--- config.mk ---
export PLATFORM = sky130hd
export DESIGN_NAME = priority_scan_unit
export DESIGN_NICKNAME = d
export VERILOG_FILES = /design/src/rtl/priority_scan_pkg.sv /design/src/rtl/priority_find_first.sv /design/src/rtl/priority_scan_unit.sv
export SDC_FILE = /design/constraint.sdc
export NUM_CORES = 1
export LEC_CHECK = 0
export CAP_MARGIN = 5
export CELL_PAD_IN_SITES_DETAIL_PLACEMENT = 0
export CELL_PAD_IN_SITES_GLOBAL_PLACEMENT = 2
export CORE_AREA = 5 5 140 142
export DETAILED_ROUTE_END_ITERATION = 10
export DIE_AREA = 0 0 145 147
export PLACE_DENSITY_LB_ADDON = 0.1
export SLEW_MARGIN = 10
export SYNTH_ARGS = -nofsm -noshare
export SYNTH_HDL_FRONTEND = slang
export SYNTH_HIERARCHICAL = 1
export SYNTH_SLANG_ARGS = --single-unit
--- constraint.sdc ---
create_clock -name clk -period 11.2 [get_ports clk]
set_input_delay 1.12 -clock clk [delete_from_list [all_inputs] [get_ports clk]]
set_output_delay 1.12 -clock clk [all_outputs]
set_load 0.03 [all_outputs]
--- src/rtl/priority_scan_pkg.sv ---
// Shared types and helpers for the priority scan unit: scan direction,
// controller state and a population count usable at any legal mask width.
package priority_scan_pkg;

  typedef enum logic {
    SCAN_LSB = 1'b0,
    SCAN_MSB = 1'b1
  } scan_dir_t;

  typedef enum logic {
    IDLE = 1'b0,
    SCAN = 1'b1
  } scan_state_t;

  localparam int BLK_W = 4;
  localparam int MAX_W = 256;
  localparam int POP_W = 9;

  // Callers zero-extend narrower masks to MAX_W before counting.
  function automatic logic [POP_W-1:0] popcount(input logic [MAX_W-1:0] v);
    logic [POP_W-1:0] sum;
    sum = '0;
    for (int i = 0; i < MAX_W; i++) sum += POP_W'(v[i]);
    return sum;
  endfunction

endpackage

--- src/rtl/priority_find_first.sv ---
// Two-level find-first: 4-bit block encoders feed a block-level priority
// select; the winning block number and its offset form the index.
module priority_find_first
  import priority_scan_pkg::*;
#(
  parameter  int WIDTH = 64,
  localparam int IDX_W = $clog2(WIDTH)
) (
  input  logic [WIDTH-1:0] mask,
  input  scan_dir_t        dir,
  output logic [IDX_W-1:0] idx,
  output logic             any
);

  localparam int NBLK   = (WIDTH + BLK_W - 1) / BLK_W;
  localparam int PAD_W  = NBLK * BLK_W;
  localparam int BNUM_W = (NBLK > 1) ? $clog2(NBLK) : 1;

  logic [PAD_W-1:0]  padded;
  logic [NBLK-1:0]   blk_valid;
  logic [1:0]        blk_off [NBLK];
  logic [BNUM_W-1:0] win;
  logic [BNUM_W+1:0] idx_full;

  // Padding bits are forced to zero, so they can never win a block.
  assign padded = PAD_W'(mask);

  always_comb begin
    for (int b = 0; b < NBLK; b++) begin
      blk_valid[b] = |padded[b*BLK_W +: BLK_W];
      // NOTE: every combinational output gets a default before any conditional
      // update; a path that leaves it unassigned would infer a latch.
      blk_off[b] = '0;
      for (int k = 0; k < BLK_W; k++) begin
        if (dir == SCAN_LSB) begin
          if (padded[b*BLK_W + (BLK_W-1-k)]) blk_off[b] = 2'(BLK_W-1-k);
        end else begin
          if (padded[b*BLK_W + k]) blk_off[b] = 2'(k);
        end
      end
    end
  end

  // The last qualifying block visited overwrites earlier ones, so the
  // visiting order encodes priority.
  always_comb begin
    win = '0;
    for (int b = 0; b < NBLK; b++) begin
      if (dir == SCAN_LSB) begin
        if (blk_valid[NBLK-1-b]) win = BNUM_W'(NBLK-1-b);
      end else begin
        if (blk_valid[b]) win = BNUM_W'(b);
      end
    end
  end

  assign any      = |blk_valid;
  assign idx_full = {win, blk_off[win]};
  assign idx      = IDX_W'(idx_full);

endmodule

--- src/rtl/priority_scan_unit.sv ---
// Sequential priority scanner: accepts a request mask and emits the index of
// each set bit, one per beat, in LSB-first or MSB-first order.
module priority_scan_unit
  import priority_scan_pkg::*;
#(
  parameter  int WIDTH = 64,
  localparam int IDX_W = $clog2(WIDTH),
  localparam int CNT_W = $clog2(WIDTH + 1)
) (
  input  logic             clk,
  input  logic             rst,
  input  logic             flush,
  input  logic             in_valid,
  output logic             in_ready,
  input  logic [WIDTH-1:0] in_mask,
  input  logic             in_dir,
  output logic             out_valid,
  input  logic             out_ready,
  output logic [IDX_W-1:0] out_idx,
  output logic             out_last,
  output logic             out_empty,
  output logic [CNT_W-1:0] out_remaining
);

  scan_state_t      state;
  logic [WIDTH-1:0] mask_q;
  scan_dir_t        dir_q;
  logic             empty_q;

  logic [IDX_W-1:0] first_idx;
  logic             first_any;
  logic [CNT_W-1:0] remaining;
  logic             scanning;
  logic             fire;
  logic             accept;

  priority_find_first #(.WIDTH(WIDTH)) u_find (
    .mask (mask_q),
    .dir  (dir_q),
    .idx  (first_idx),
    .any  (first_any)
  );

  assign remaining = CNT_W'(popcount(MAX_W'(mask_q)));

  // All beat outputs read as zero while reset is held.
  assign scanning      = (state == SCAN) && !rst;
  assign out_valid     = scanning && !flush;
  assign out_idx       = scanning ? first_idx : '0;
  assign out_remaining = scanning ? remaining : '0;
  assign out_last      = scanning && (remaining <= CNT_W'(1));
  assign out_empty     = scanning && empty_q;

  assign fire     = out_valid && out_ready;
  assign in_ready = !rst && !flush && ((state == IDLE) || (fire && out_last));
  assign accept   = in_valid && in_ready;

  always_ff @(posedge clk) begin
    if (rst) begin
      // NOTE: sequential state is only ever updated with non-blocking
      // assignments so every register samples pre-edge values.
      state   <= IDLE;
      mask_q  <= '0;
      dir_q   <= SCAN_LSB;
      empty_q <= 1'b0;
    end else if (flush) begin
      state  <= IDLE;
      mask_q <= '0;
    end else begin
      if (fire) begin
        if (first_any) mask_q <= mask_q & ~(WIDTH'(1) << first_idx);
        if (out_last) state <= IDLE;
      end
      // A same-cycle accept on the last beat overrides the return to IDLE.
      if (accept) begin
        mask_q  <= in_mask;
        dir_q   <= scan_dir_t'(in_dir);
        empty_q <= (in_mask == '0);
        state   <= SCAN;
      end
    end
  end

endmodule

==> results of run 1 <==
-- cell type report --
cell class                      instances  share of cell area, %
Multi-Input combinational cell        592                   59.3
Clock inverter                          2                  0.449
Inverter                               92                   4.42
Clock buffer                           13                   3.33
Timing Repair Buffer                   92                   11.6
Sequential cell                        67                   17.2
Tap cell                              234                   3.75
-- stage by stage --
stage	util, %	hold slack, ns
after CTS	42.6	0.481
after detailed placement	41.0	0.466
final	42.6	0.472
after floorplan	-	0.444
after global routing	42.6	0.532
after global placement	41.0	0.460
-- sequential cells by signal, indices dropped and copies added (netlist names) --
register / cells
empty_q: 1
dir_q: 1
state: 1
mask_q: 64
-- synthesized netlist by cell type, types with 5 or more instances --
library cell | instances | area (µm²)
sky130_fd_sc_hd__nand4_1 | 5 | 31.3
sky130_fd_sc_hd__and2_1 | 9 | 56.3
sky130_fd_sc_hd__fa_1 | 54 | 1080
sky130_fd_sc_hd__a211oi_1 | 16 | 120
sky130_fd_sc_hd__inv_1 | 92 | 345
sky130_fd_sc_hd__nand2b_1 | 9 | 56.3
sky130_fd_sc_hd__o21ai_2 | 40 | 350
sky130_fd_sc_hd__mux2i_1 | 22 | 220
sky130_fd_sc_hd__buf_12 | 5 | 100
sky130_fd_sc_hd__nor4_1 | 30 | 188
sky130_fd_sc_hd__buf_4 | 6 | 45.0
sky130_fd_sc_hd__clkbuf_1 | 27 | 101
sky130_fd_sc_hd__nand2_1 | 51 | 191
sky130_fd_sc_hd__o22ai_1 | 20 | 125
sky130_fd_sc_hd__o21ai_0 | 94 | 470
sky130_fd_sc_hd__nor2_1 | 51 | 191
sky130_fd_sc_hd__a21oi_1 | 30 | 150
sky130_fd_sc_hd__nor2b_1 | 6 | 37.5
sky130_fd_sc_hd__nor3_1 | 5 | 25.0
sky130_fd_sc_hd__ha_1 | 15 | 188
sky130_fd_sc_hd__dfxtp_1 | 67 | 1340
sky130_fd_sc_hd__o311ai_0 | 8 | 70.1
sky130_fd_sc_hd__o211ai_1 | 57 | 428
sky130_fd_sc_hd__nand3_1 | 11 | 55.1
-- where the power goes --
group	internal (mW)	switching (mW)	total (mW)	leakage [nW]
registers	0.251	0.0261	0.278	0.546
logic	0.331	0.524	0.855	2.14
clock network	0.183	0.104	0.288	0.146
total	0.766	0.655	1.42	2.83
-- routing by layer --
layer	vias up	GRT usage, %
li1	3005	-
met2	231	39.6
met4	0	3.91
met5	-	0
met3	17	3.39
met1	3179	31.9
-- kinds of logic (layout without fill, tap and decap cells) --
| kind of cell | Yosys count | after routing | share of synthesized area [%] |
|---|---|---|---|
| flip-flops | 67 | 67 | 20.3 |
| multiplexers | 25 | 25 | 4.02 |
| AND/OR/NAND/NOR | 204 | 204 | 16.4 |
| adder cells (fa/ha/maj) | 69 | 69 | 19.2 |
| AO/OA/AOI/OAI | 291 | 291 | 29.9 |
| buffers and inverters | 138 | 199 | 9.70 |
| XOR/XNOR | 3 | 3 | 0.399 |
-- worst reg2reg max path: cells and delay by family (launching register included) --
family,cells,cell delay [ns]
compound gates,4,1.51
fa+ha+maj,10,4.71
buf+inv,6,0.36
flops,1,0.42
simple gates,1,0.78
-- final timing paths --
path | startpoint | endpoint | slack, ns | cells past startpoint
hold reg to reg | empty_q | empty_q | 0.47 | 2
setup reg to reg | mask_q[59] | mask_q[55] | 3.26 | 21
hold / removal | empty_q | empty_q | 0.47 | 2
setup / recovery | mask_q[59] | in_ready | 2.20 | 22
==> metrics.sh, run 1 <==
YOSYSWARNINGS=6
DRCVIOLATIONCOUNT=0
CPPEAKSTAGEDELAY_NS=0.68
TIMING.SETUP.CRITICAL_PATH_CLASS='flop to output pin'
CTS_HTREE_LEVELS=3
SETUP_VIOLATIONS=0
POWER_LEAKAGE_nW=2.83
DETAIL_ROUTE.ITER0.VIOLATIONS=651
DIE_WIDTH_UM=145
DIE_HEIGHT_UM=147
STATUS='finished clean'
FINALWORSTSETUPSLACK_NS=2.20
CRITICAL_PATH_ARRIVAL_NS=7.88
POWER_CONSUMPTION_mW=1.42
DRT_WL_TOTAL_UM=25200
CTS_TREE='yes'
WORSTSKEWPAIRLATENCY_NS=0.33
TOTALNEGATIVESETUPSLACK_NS=0
MET2ROUTEDLENGTH_UM=12300
COMMONEST_CELLS_AFTER_ROUTING_FILL_AND_TAPS_ASIDE='94 x sky130_fd_sc_hd__o21ai_0, 92 x sky130_fd_sc_hd__inv_1, 86 x sky130_fd_sc_hd__clkdlybuf4s50_1, 67 x sky130_fd_sc_hd__dfxtp_1, 57 x sky130_fd_sc_hd__o211ai_1'
CPMAXSTAGEDELAYCELL='sky130_fd_sc_hd__clkdlybuf4s50_1'
MAX_CLOCK_FREQ_MHz=111
SYNTH-ASYNC-RESET-RATIO_PCT=0
SYNTH.AVG_CELL_AREA_UM2=8.27
DP_HPWL_UM=20200
CTS-HOLD-FIX-BUFFERS=0
FINAL_HOLD_VIOL_COUNT=0
POST-PLACE-WS_NS=2.56
FIRST_PASS_ITERS=5
NNETSFINAL=993
FIRST_GLOBAL_VIAS=6380
GRT.TOTAL_USAGE_PCT=23.3
MET3WIRELENGTH_UM=1500
PLACEMENT.CELL_AREA_MM2=0.00751
POWER.DENSITY_mW_PER_MM2=182
FINAL.FILL_COUNT=1861
TIMING.MAX_CAP.VIOLATIONS=0
FIN_WORST_SKEW_NS=0.00631
YOSYS.CELL_TYPES.COUNT=69
DESIGN_AREA_MM2=0.00781
CP_CELL_SEQUENCE='inv_1 -> fa_1 -> fa_1 -> inv_1 -> fa_1 -> inv_1 -> fa_1 -> inv_1 -> fa_1 -> inv_1 -> fa_1 -> fa_1 -> fa_1 -> inv_1 -> ha_1 -> fa_1 -> a21o_1 -> a2111oi_0 -> o22ai_1 -> o31a_1 -> nor2_1 -> clkdlybuf4s50_1'
AVGVIACOUNTPERCELL=5.89
WORSTPATHMAXFANOUT=7
GRT_FIRST_PASS_WIRELENGTH_UM=38800
CRITPATHTOPFAMILY='adder cells'
STARTING_DENSITY_OF_THE_CORE_PCT=36.0
ROUTABILITYCONGESTION=0.937
MAXIMUM_NUMBER_OF_PINS_ON_ONE_NET_BEFORE_GLOBAL_ROUTE_REPAIR=67
CLK_TRANSITION_REPORTED_PATHS_NS=0.06
CP-START-KIND='flop'
DESIGN.DIE.AREA_MM2=0.0213
CTS_REPAIR_RESIZE_COUNT=0
CLKSINKCOUNT=67
PREVAILING_POST_SYNTH_REGISTER_CELL='sky130_fd_sc_hd__dfxtp_1'
GRT.OVERFLOW.TOTAL=0
SYNTHESIS.AREA_MM2=0.00659
LAYOUT.CELLS.NON_FILLER=1092
MOST_COMMON_LIBRARY_CELL_IN_THE_LAYOUT_IGNORING_FILL_AND_TAPS='sky130_fd_sc_hd__o21ai_0'
MAX_USED_LAYER='met4'
SYNTH-EDFF-COUNT=0
IOS=87
WORSTSETUPENDPOINTTYPE='output pin'
CLK_PATH_BUF_DEPTH=2
DIODES=0
FINALCRITICALPERIOD_NS=9.00
COMBINED_BUFFER_AND_INVERTER_COUNT_ALONG_THE_CRITICAL_PATH=7
LAYOUT_WORST_PATH_CYCLE_SHARE_PCT=80.4
SYN_NETS=936
ROUTE.LAYER.MET1.WL_UM=11100
CRITICAL_PATH_REQUIRED_NS=10.08
SYNTH.YOSYS.SEQ_AREA_SHARE_PCT=20.3
ANT_NETS=0
SYN_INST=797
ROOT_BUF_CELL='sky130_fd_sc_hd__clkbuf_16'
YS_SEQ_ELEMENTS=67
CTS_INSERTED_BUFFERS=9
VDD_IR_MAX_mV=0.178
STD_CELL_ROWS=50
INITIAL_ANTENNA_VIOLATION_COUNT=0
CORE_AREA_MM2=0.0183
BUFFER_PORTS.INSERTED=86
SETUP_BUFFERS_AFTER_CTS=0
FINAL-SEQ-AREA_MM2=0.00134
DRIVE_ABOVE_1_SHARE_PCT=9.56
VIAS=6432
TRANSITION_AT_THE_PIN_WITH_THE_SMALLEST_MAX_TRANSITION_SLACK_NS=1.04
RELSLEWSLACK_PCT=30.6
TIMING.FINAL.MAX_SLEW_VIOLATIONS=0
MULTIINPUTGATEAREA_MM2=0.00463
RSZ0062_AT_GRT='false'
WORSTHOLDPATHTYPE='flop to flop'
CRIT_PATH_FREQUENT_CELL='sky130_fd_sc_hd__fa_1'
DRT-WIRELENGTH-PER-CELL_UM=23.1
SYN2LAYOUT_AREA_GROWTH_PCT=18.4
NUMBER_OF_CELLS_AFTER_DETAILED_PLACEMENT=1077
Power figures use the tool's default switching activity.
==> run 2, diff against run 1 <==
--- a/config.mk
+++ b/config.mk
@@ -8,9 +8,9 @@
 export CAP_MARGIN = 5
 export CELL_PAD_IN_SITES_DETAIL_PLACEMENT = 0
 export CELL_PAD_IN_SITES_GLOBAL_PLACEMENT = 2
-export CORE_AREA = 5 5 140 142
+export CORE_AREA = 5 5 146 148
 export DETAILED_ROUTE_END_ITERATION = 10
-export DIE_AREA = 0 0 145 147
+export DIE_AREA = 0 0 151 153
 export PLACE_DENSITY_LB_ADDON = 0.1
 export SLEW_MARGIN = 10
 export SYNTH_ARGS = -nofsm -noshare
==> constraint.sdc (replaced) <==
create_clock -name clk -period 8.7 [get_ports clk]
set_input_delay 0.87 -clock clk [delete_from_list [all_inputs] [get_ports clk]]
set_output_delay 0.87 -clock clk [all_outputs]
set_load 0.03 [all_outputs]
==> run 2 against run 1 <==
Worst setup slack worse by 1.8 ns. Sequential share of layout area down 0.35 points. Die area up 8.4%. First-iteration DRC count down 1.5%. Sequential power up 28%. Design area up 2.1%. Register-to-register slack worse by 2.1 ns. Critical path type unchanged.
==> metrics.sh, run 2 (synthesized netlist as in run 1, its figures left out) <==
TIMING.FINAL.MAX_SLEW_VIOLATIONS=0  # unchanged
STARTING_DENSITY_OF_THE_CORE_PCT=33.1  # -2.9 points
VDD_IR_MAX_mV=0.240  # +35%
WORSTSETUPSTARTPOINT='mask_q[59]'
FINALWORSTSETUPSLACK_NS=0.390  # -1.81 ns
CLK_PATH_BUF_DEPTH=2  # unchanged
SETUP_BUFFERS_AFTER_CTS=0  # unchanged
IOS=87  # unchanged
WORSTPATHMAXFANOUT=7  # unchanged
FIRST_PASS_ITERS=7  # +2
CRITICAL_PATH_ARRIVAL_NS=7.44  # -0.44 ns
DRIVE_ABOVE_1_SHARE_PCT=10.6  # +1.1 points
STD_CELL_ROWS=52  # +4.0%
MAX_CLOCK_FREQ_MHz=120
LAYOUT_WORST_PATH_CYCLE_SHARE_PCT=95.5
STATUS='finished clean'
CTS-HOLD-FIX-BUFFERS=0  # unchanged
TRANSITION_AT_THE_PIN_WITH_THE_SMALLEST_MAX_TRANSITION_SLACK_NS=1.09  # +0.0461 ns
BUFFER_PORTS.INSERTED=86  # unchanged
CTS_INSERTED_BUFFERS=9  # unchanged
DRT_WL_TOTAL_UM=26500  # +5.0%
TOTALNEGATIVESETUPSLACK_NS=0  # unchanged
DIODES=0  # unchanged
DESIGN.DIE.AREA_MM2=0.0231  # +8.4%
POWER_LEAKAGE_nW=2.90  # +2.3%
INITIAL_ANTENNA_VIOLATION_COUNT=0  # unchanged
ROOT_BUF_CELL='sky130_fd_sc_hd__clkbuf_16'
WORSTHOLDPATHTYPE='flop to flop'
GRT.OVERFLOW.TOTAL=0  # unchanged
NNETSFINAL=999  # +0.60%
NUMBER_OF_CELLS_AFTER_DETAILED_PLACEMENT=1119  # +3.9%
GRT_FIRST_PASS_WIRELENGTH_UM=40100  # +3.4%
FINAL.FILL_COUNT=2080  # +12%
ANT_NETS=0  # unchanged
WORSTSETUPENDPOINTTYPE='output pin'
RSZ0062_AT_GRT='false'
CTS_HTREE_LEVELS=3  # unchanged
COMMONEST_CELLS_AFTER_ROUTING_FILL_AND_TAPS_ASIDE='94 x sky130_fd_sc_hd__o21ai_0, 92 x sky130_fd_sc_hd__inv_1, 85 x sky130_fd_sc_hd__clkdlybuf4s50_1, 67 x sky130_fd_sc_hd__dfxtp_1, 57 x sky130_fd_sc_hd__o211ai_1'
DIE_WIDTH_UM=151  # +4.1%
MAXIMUM_NUMBER_OF_PINS_ON_ONE_NET_BEFORE_GLOBAL_ROUTE_REPAIR=67  # unchanged
ROUTABILITYCONGESTION=0.878  # -6.3%
WORSTSKEWPAIRLATENCY_NS=0.33  # about the same
FIN_WORST_SKEW_NS=0.00837  # +0.00206 ns
POWER.DENSITY_mW_PER_MM2=241  # +33%
CTS_REPAIR_RESIZE_COUNT=2  # +2
DRT-WIRELENGTH-PER-CELL_UM=23.4  # +1.1%
CLK_TRANSITION_REPORTED_PATHS_NS=0.06  # about the same
RR_STARTPOINT='mask_q[59]'
CRITICAL_PATH_REQUIRED_NS=7.83  # -2.25 ns
CORE_AREA_MM2=0.0199  # +8.6%
DETAIL_ROUTE.ITER0.VIOLATIONS=641  # -1.5%
CLKSINKCOUNT=67  # unchanged
SYN2LAYOUT_AREA_GROWTH_PCT=20.9
LAYOUT.CELLS.NON_FILLER=1135  # +3.9%
AVGVIACOUNTPERCELL=5.64  # -4.3%
TIMING.HOLD.WS_NS=0.496  # +0.0239 ns
FINALCRITICALPERIOD_NS=8.31
DP_HPWL_UM=21400  # +5.8%
HOLD_PATH.STARTPOINT='empty_q'
POST-PLACE-WS_NS=0.316  # -2.24 ns
POSTLAYOUTCOREUTIL_PCT=40.0  # -2.6 points
VIAS=6399  # -0.51%
TIMING.MAX_CAP.VIOLATIONS=0  # unchanged
TIMING.SETUP.CRITICAL_PATH_CLASS='flop to output pin'
DRCVIOLATIONCOUNT=0  # unchanged
GRT.TOTAL_USAGE_PCT=23.1  # -0.21 points
DIE_HEIGHT_UM=153  # +4.1%
MOST_COMMON_LIBRARY_CELL_IN_THE_LAYOUT_IGNORING_FILL_AND_TAPS='sky130_fd_sc_hd__o21ai_0'
FINAL_HOLD_VIOL_COUNT=0  # unchanged
SETUP_VIOLATIONS=0  # unchanged
CP-START-KIND='flop'
LARGEST_REGISTER_FFS=64  # unchanged
LARGEST-REGISTER='mask_q'
RELSLEWSLACK_PCT=27.0  # -3.7 points
CTS_TREE='yes'
FIRST_GLOBAL_VIAS=6562  # +2.9%
## run 2: layout make-up
cell class | count | area, µm² | share of cell area, %
Sequential cell | 67 | 1340 | 16.8
Inverter | 92 | 345 | 4.33
Multi-Input combinational cell | 592 | 4630 | 58.1
Timing Repair Buffer | 98 | 962 | 12.1
Tap cell | 270 | 338 | 4.24
Clock buffer | 10 | 239 | 3.00
Clock inverter | 6 | 111 | 1.40
## run 2: path summary, 6_finish.rpt
check	to	slack (ns)	cells past startpoint
hold / removal	empty_q	0.50	2
setup reg to reg	empty_q	1.19	22
hold reg to reg	empty_q	0.50	2
setup / recovery	in_ready	0.39	22
## run 2: where the power goes
part / internal [mW] / total (mW) / switching (mW)
logic: 0.438 / 1.13 / 0.697
clock network: 0.288 / 0.434 / 0.146
registers: 0.324 / 0.355 / 0.0317
total: 1.05 / 1.92 / 0.875
## run 2: critical path, cell delays in order, from the launching register on
cell and delay (ns):
sky130_fd_sc_hd__dfxtp_1 0.44, sky130_fd_sc_hd__inv_1 0.10, sky130_fd_sc_hd__fa_1 0.53, sky130_fd_sc_hd__fa_1 0.52
sky130_fd_sc_hd__inv_1 0.05, sky130_fd_sc_hd__fa_1 0.47, sky130_fd_sc_hd__inv_1 0.05, sky130_fd_sc_hd__fa_1 0.49
sky130_fd_sc_hd__inv_1 0.05, sky130_fd_sc_hd__fa_1 0.47, sky130_fd_sc_hd__inv_1 0.05, sky130_fd_sc_hd__fa_1 0.51
sky130_fd_sc_hd__fa_1 0.43, sky130_fd_sc_hd__fa_1 0.54, sky130_fd_sc_hd__inv_1 0.05, sky130_fd_sc_hd__ha_1 0.25
sky130_fd_sc_hd__fa_1 0.50, sky130_fd_sc_hd__a21o_1 0.22, sky130_fd_sc_hd__a2111oi_2 0.42, sky130_fd_sc_hd__o22ai_1 0.15
sky130_fd_sc_hd__o31a_1 0.32, sky130_fd_sc_hd__nor2_1 0.09, sky130_fd_sc_hd__dlygate4sd2_1 0.40
## run 2: metal layers
metal / wire, µm / GRT usage [%]
met1: 11600 / 31.5
met4: 455 / 3.93
met5: 0 / 0
met3: 1650 / 3.76
met2: 12800 / 38.8
## run 2: metrics by stage
stage | cell area (µm²) | power [mW]
after CTS | 7960 | 1.93
after detailed placement | 7610 | 1.48
after floorplan | 6590 | 1.12
final | 7970 | 1.92
after global routing | 7970 | 2.07
after global placement | 7610 | 1.47
==> run 3, diff against run 2 <==
--- a/config.mk
+++ b/config.mk
@@ -11,6 +11,7 @@
 export CORE_AREA = 5 5 146 148
 export DETAILED_ROUTE_END_ITERATION = 10
 export DIE_AREA = 0 0 151 153
+export MAX_ROUTING_LAYER = met4
 export PLACE_DENSITY_LB_ADDON = 0.1
 export SLEW_MARGIN = 10
 export SYNTH_ARGS = -nofsm -noshare
==> run 3 against run 2 <==
Maximum frequency down 0.17%. Clock power down 14%. Sequential power about the same. Total power down 3.2%. Critical endpoint is now out_last. Highest routed layer unchanged.
==> metrics.sh, run 3 (synthesized netlist as in run 1, its figures left out) <==
VIAS=6538  # +2.2%
CP-START-KIND='flop'
FIN_WORST_SKEW_NS=0.00958  # +0.00121 ns
FIRST_PASS_ITERS=5  # -2
ROUTABILITYCONGESTION=0.887  # +1.0%
SETUP_BUFFERS_AFTER_CTS=0  # unchanged
MOST_COMMON_LIBRARY_CELL_IN_THE_LAYOUT_IGNORING_FILL_AND_TAPS='sky130_fd_sc_hd__o21ai_0'
WORSTREGTOREGCELLS=22  # unchanged
IOS=87  # unchanged
TIMING.SETUP.CRITICAL_PATH_CLASS='flop to output pin'
TOTALNEGATIVESETUPSLACK_NS=0  # unchanged
RSZ0062_AT_GRT='false'
CRITICAL_PATH_ARRIVAL_NS=7.45  # about the same
TIMING.MAX_CAP.VIOLATIONS=0  # unchanged
WORSTHOLDPATHTYPE='flop to flop'
DETAIL_ROUTE.ITER0.VIOLATIONS=735  # +15%
CAPTURE_POINT_OF_THE_WORST_REG_TO_REG_PATH='mask_q[0]'
CTS_INSERTED_BUFFERS=9  # unchanged
RR_STARTPOINT='mask_q[59]'
VDD_IR_MAX_mV=0.232  # -3.3%
DRCVIOLATIONCOUNT=0  # unchanged
GRT.OVERFLOW.TOTAL=0  # unchanged
TIMING.REG2REG.SETUP_SLACK_NS=1.20  # about the same
HOLD_PATH.STARTPOINT='empty_q'
DIE_WIDTH_UM=151  # unchanged
CTS_HTREE_LEVELS=3  # unchanged
DESIGN.DIE.AREA_MM2=0.0231  # unchanged
HOLDPATHEND='empty_q'
LARGEST-REGISTER='mask_q'
RELSLEWSLACK_PCT=28.9  # +1.9 points
WORSTPATHMAXFANOUT=7  # unchanged
POWER.DENSITY_mW_PER_MM2=235  # -2.6%
WORSTSETUPENDPOINTTYPE='output pin'
CORE_AREA_MM2=0.0199  # unchanged
STARTING_DENSITY_OF_THE_CORE_PCT=33.1  # unchanged
NUMBER_OF_CELLS_AFTER_DETAILED_PLACEMENT=1119  # unchanged
STATUS='finished clean'
GRT.TOTAL_USAGE_PCT=23.8  # +0.71 points
FINALCRITICALPERIOD_NS=8.32  # +0.0139 ns
LAYOUT_WORST_PATH_CYCLE_SHARE_PCT=95.7  # +0.16 points
CLKSINKCOUNT=67  # unchanged
AVGVIACOUNTPERCELL=5.75  # +2.0%
LAYOUT.CELLS.NON_FILLER=1137  # +0.18%
FINAL_HOLD_VIOL_COUNT=0  # unchanged
SYN2LAYOUT_AREA_GROWTH_PCT=20.1
TRANSITION_AT_THE_PIN_WITH_THE_SMALLEST_MAX_TRANSITION_SLACK_NS=1.07  # -0.0197 ns
CLK_PATH_BUF_DEPTH=2  # unchanged
SETUP_VIOLATIONS=0  # unchanged
STD_CELL_ROWS=52  # unchanged
DP_HPWL_UM=21300  # -0.45%
BUFFER_PORTS.INSERTED=86  # unchanged
POWER_LEAKAGE_nW=2.87  # -0.82%
WORSTSKEWPAIRLATENCY_NS=0.34  # about the same
HOLD_DEPTH=2  # unchanged
CRITICAL_PATH_REQUIRED_NS=7.83  # about the same
ANT_NETS=0  # unchanged
GRT_FIRST_PASS_WIRELENGTH_UM=40100  # -0.14%
DRT_WL_TOTAL_UM=26500  # -0.15%
LARGEST_REGISTER_FFS=64  # unchanged
MAX_CLOCK_FREQ_MHz=120  # -0.17%
INITIAL_ANTENNA_VIOLATION_COUNT=2  # +2
DIE_HEIGHT_UM=153  # unchanged
WORSTSETUPSTARTPOINT='mask_q[59]'
MAXIMUM_NUMBER_OF_PINS_ON_ONE_NET_BEFORE_GLOBAL_ROUTE_REPAIR=67  # unchanged
DRIVE_ABOVE_1_SHARE_PCT=10.5  # -0.12 points
COMMONEST_CELLS_AFTER_ROUTING_FILL_AND_TAPS_ASIDE='94 x sky130_fd_sc_hd__o21ai_0, 92 x sky130_fd_sc_hd__inv_1, 85 x sky130_fd_sc_hd__clkdlybuf4s50_1, 67 x sky130_fd_sc_hd__dfxtp_1, 57 x sky130_fd_sc_hd__o211ai_1'
CTS_TREE='yes'
FIRST_GLOBAL_VIAS=6518  # -0.67%
DRT-WIRELENGTH-PER-CELL_UM=23.3  # -0.33%
CTS-HOLD-FIX-BUFFERS=0  # unchanged
TIMING.FINAL.MAX_SLEW_VIOLATIONS=0  # unchanged
NNETSFINAL=999  # unchanged
CLK_TRANSITION_REPORTED_PATHS_NS=0.06  # about the same
ROOT_BUF_CELL='sky130_fd_sc_hd__clkbuf_16'
[run 3: where the power goes]
part / leakage (nW) / switching, mW / total, mW / internal (mW)
clock: 0.145 / 0.146 / 0.374 / 0.228
combinational: 2.18 / 0.694 / 1.13 / 0.439
sequential: 0.546 / 0.0320 / 0.356 / 0.324
[run 3: per-layer routing]
metal | vias to the layer above | routed length [µm] | track usage, %
met5 | - | 0 | -
met4 | 0 | 505 | 5.22
met3 | 31 | 1500 | 4.32
met2 | 255 | 13000 | 38.1
met1 | 3231 | 11500 | 31.4
li1 | 3021 | - | -
[run 3: how the worst max path moves through the flow]
stage                to  slack (ns)  depth (start not counted)
6_report       out_last        0.38                         21
5_1_grt        in_ready        0.02                         22
4_1_cts        in_ready        0.23                         22
3_5_place_dp   in_ready        0.25                         22
3_3_place_gp   in_ready        0.34                         22
2_1_floorplan  in_ready        1.07                         21
[run 3: timing repair]
action                     CTS  global route
setup endpoints to repair    1             2
cloned                       0             0
gates resized for setup      2             1
[run 3: area by class of cell]
class                      count  area [µm²]
tap                          270         338
antenna                        2        5.00
inverter                      92         345
sequential                    67        1340
multi-input combinational    592        4630
clock buffer                  11         243
clock inverter                 5        52.6
fill                        2086       12000
timing repair buffer          98         962
[run 3: through the flow]
stage / total power, mW / instance area (µm²) / hold WS (ns) / setup slack [ns] / utilization, %
after floorplan: 1.12 / 6590 / 0.444 / 1.07 / -
after global placement: 1.47 / 7610 / 0.495 / 0.342 / 38.2
after detailed placement: 1.48 / 7610 / 0.512 / 0.251 / 38.2
after CTS: 1.87 / 7910 / 0.523 / 0.233 / 39.7
after global routing: 2.01 / 7920 / 0.543 / 0.0154 / 39.8
final: 1.86 / 7920 / 0.498 / 0.376 / 39.8
[run 3: worst max-delay path: stages, from the launching register on]
cell,delay [ns]
sky130_fd_sc_hd__dfxtp_1,0.43
sky130_fd_sc_hd__inv_1,0.09
sky130_fd_sc_hd__fa_1,0.52
sky130_fd_sc_hd__fa_1,0.52
sky130_fd_sc_hd__inv_1,0.05
sky130_fd_sc_hd__fa_1,0.48
sky130_fd_sc_hd__inv_1,0.05
sky130_fd_sc_hd__fa_1,0.49
sky130_fd_sc_hd__inv_1,0.05
sky130_fd_sc_hd__fa_1,0.47
sky130_fd_sc_hd__inv_1,0.05
sky130_fd_sc_hd__fa_1,0.51
sky130_fd_sc_hd__fa_1,0.43
sky130_fd_sc_hd__fa_1,0.55
sky130_fd_sc_hd__inv_1,0.06
sky130_fd_sc_hd__ha_1,0.25
sky130_fd_sc_hd__fa_1,0.49
sky130_fd_sc_hd__a21o_1,0.22
sky130_fd_sc_hd__a2111oi_2,0.42
sky130_fd_sc_hd__o22ai_1,0.15
sky130_fd_sc_hd__nor2_1,0.13
sky130_fd_sc_hd__clkdlybuf4s50_1,0.68
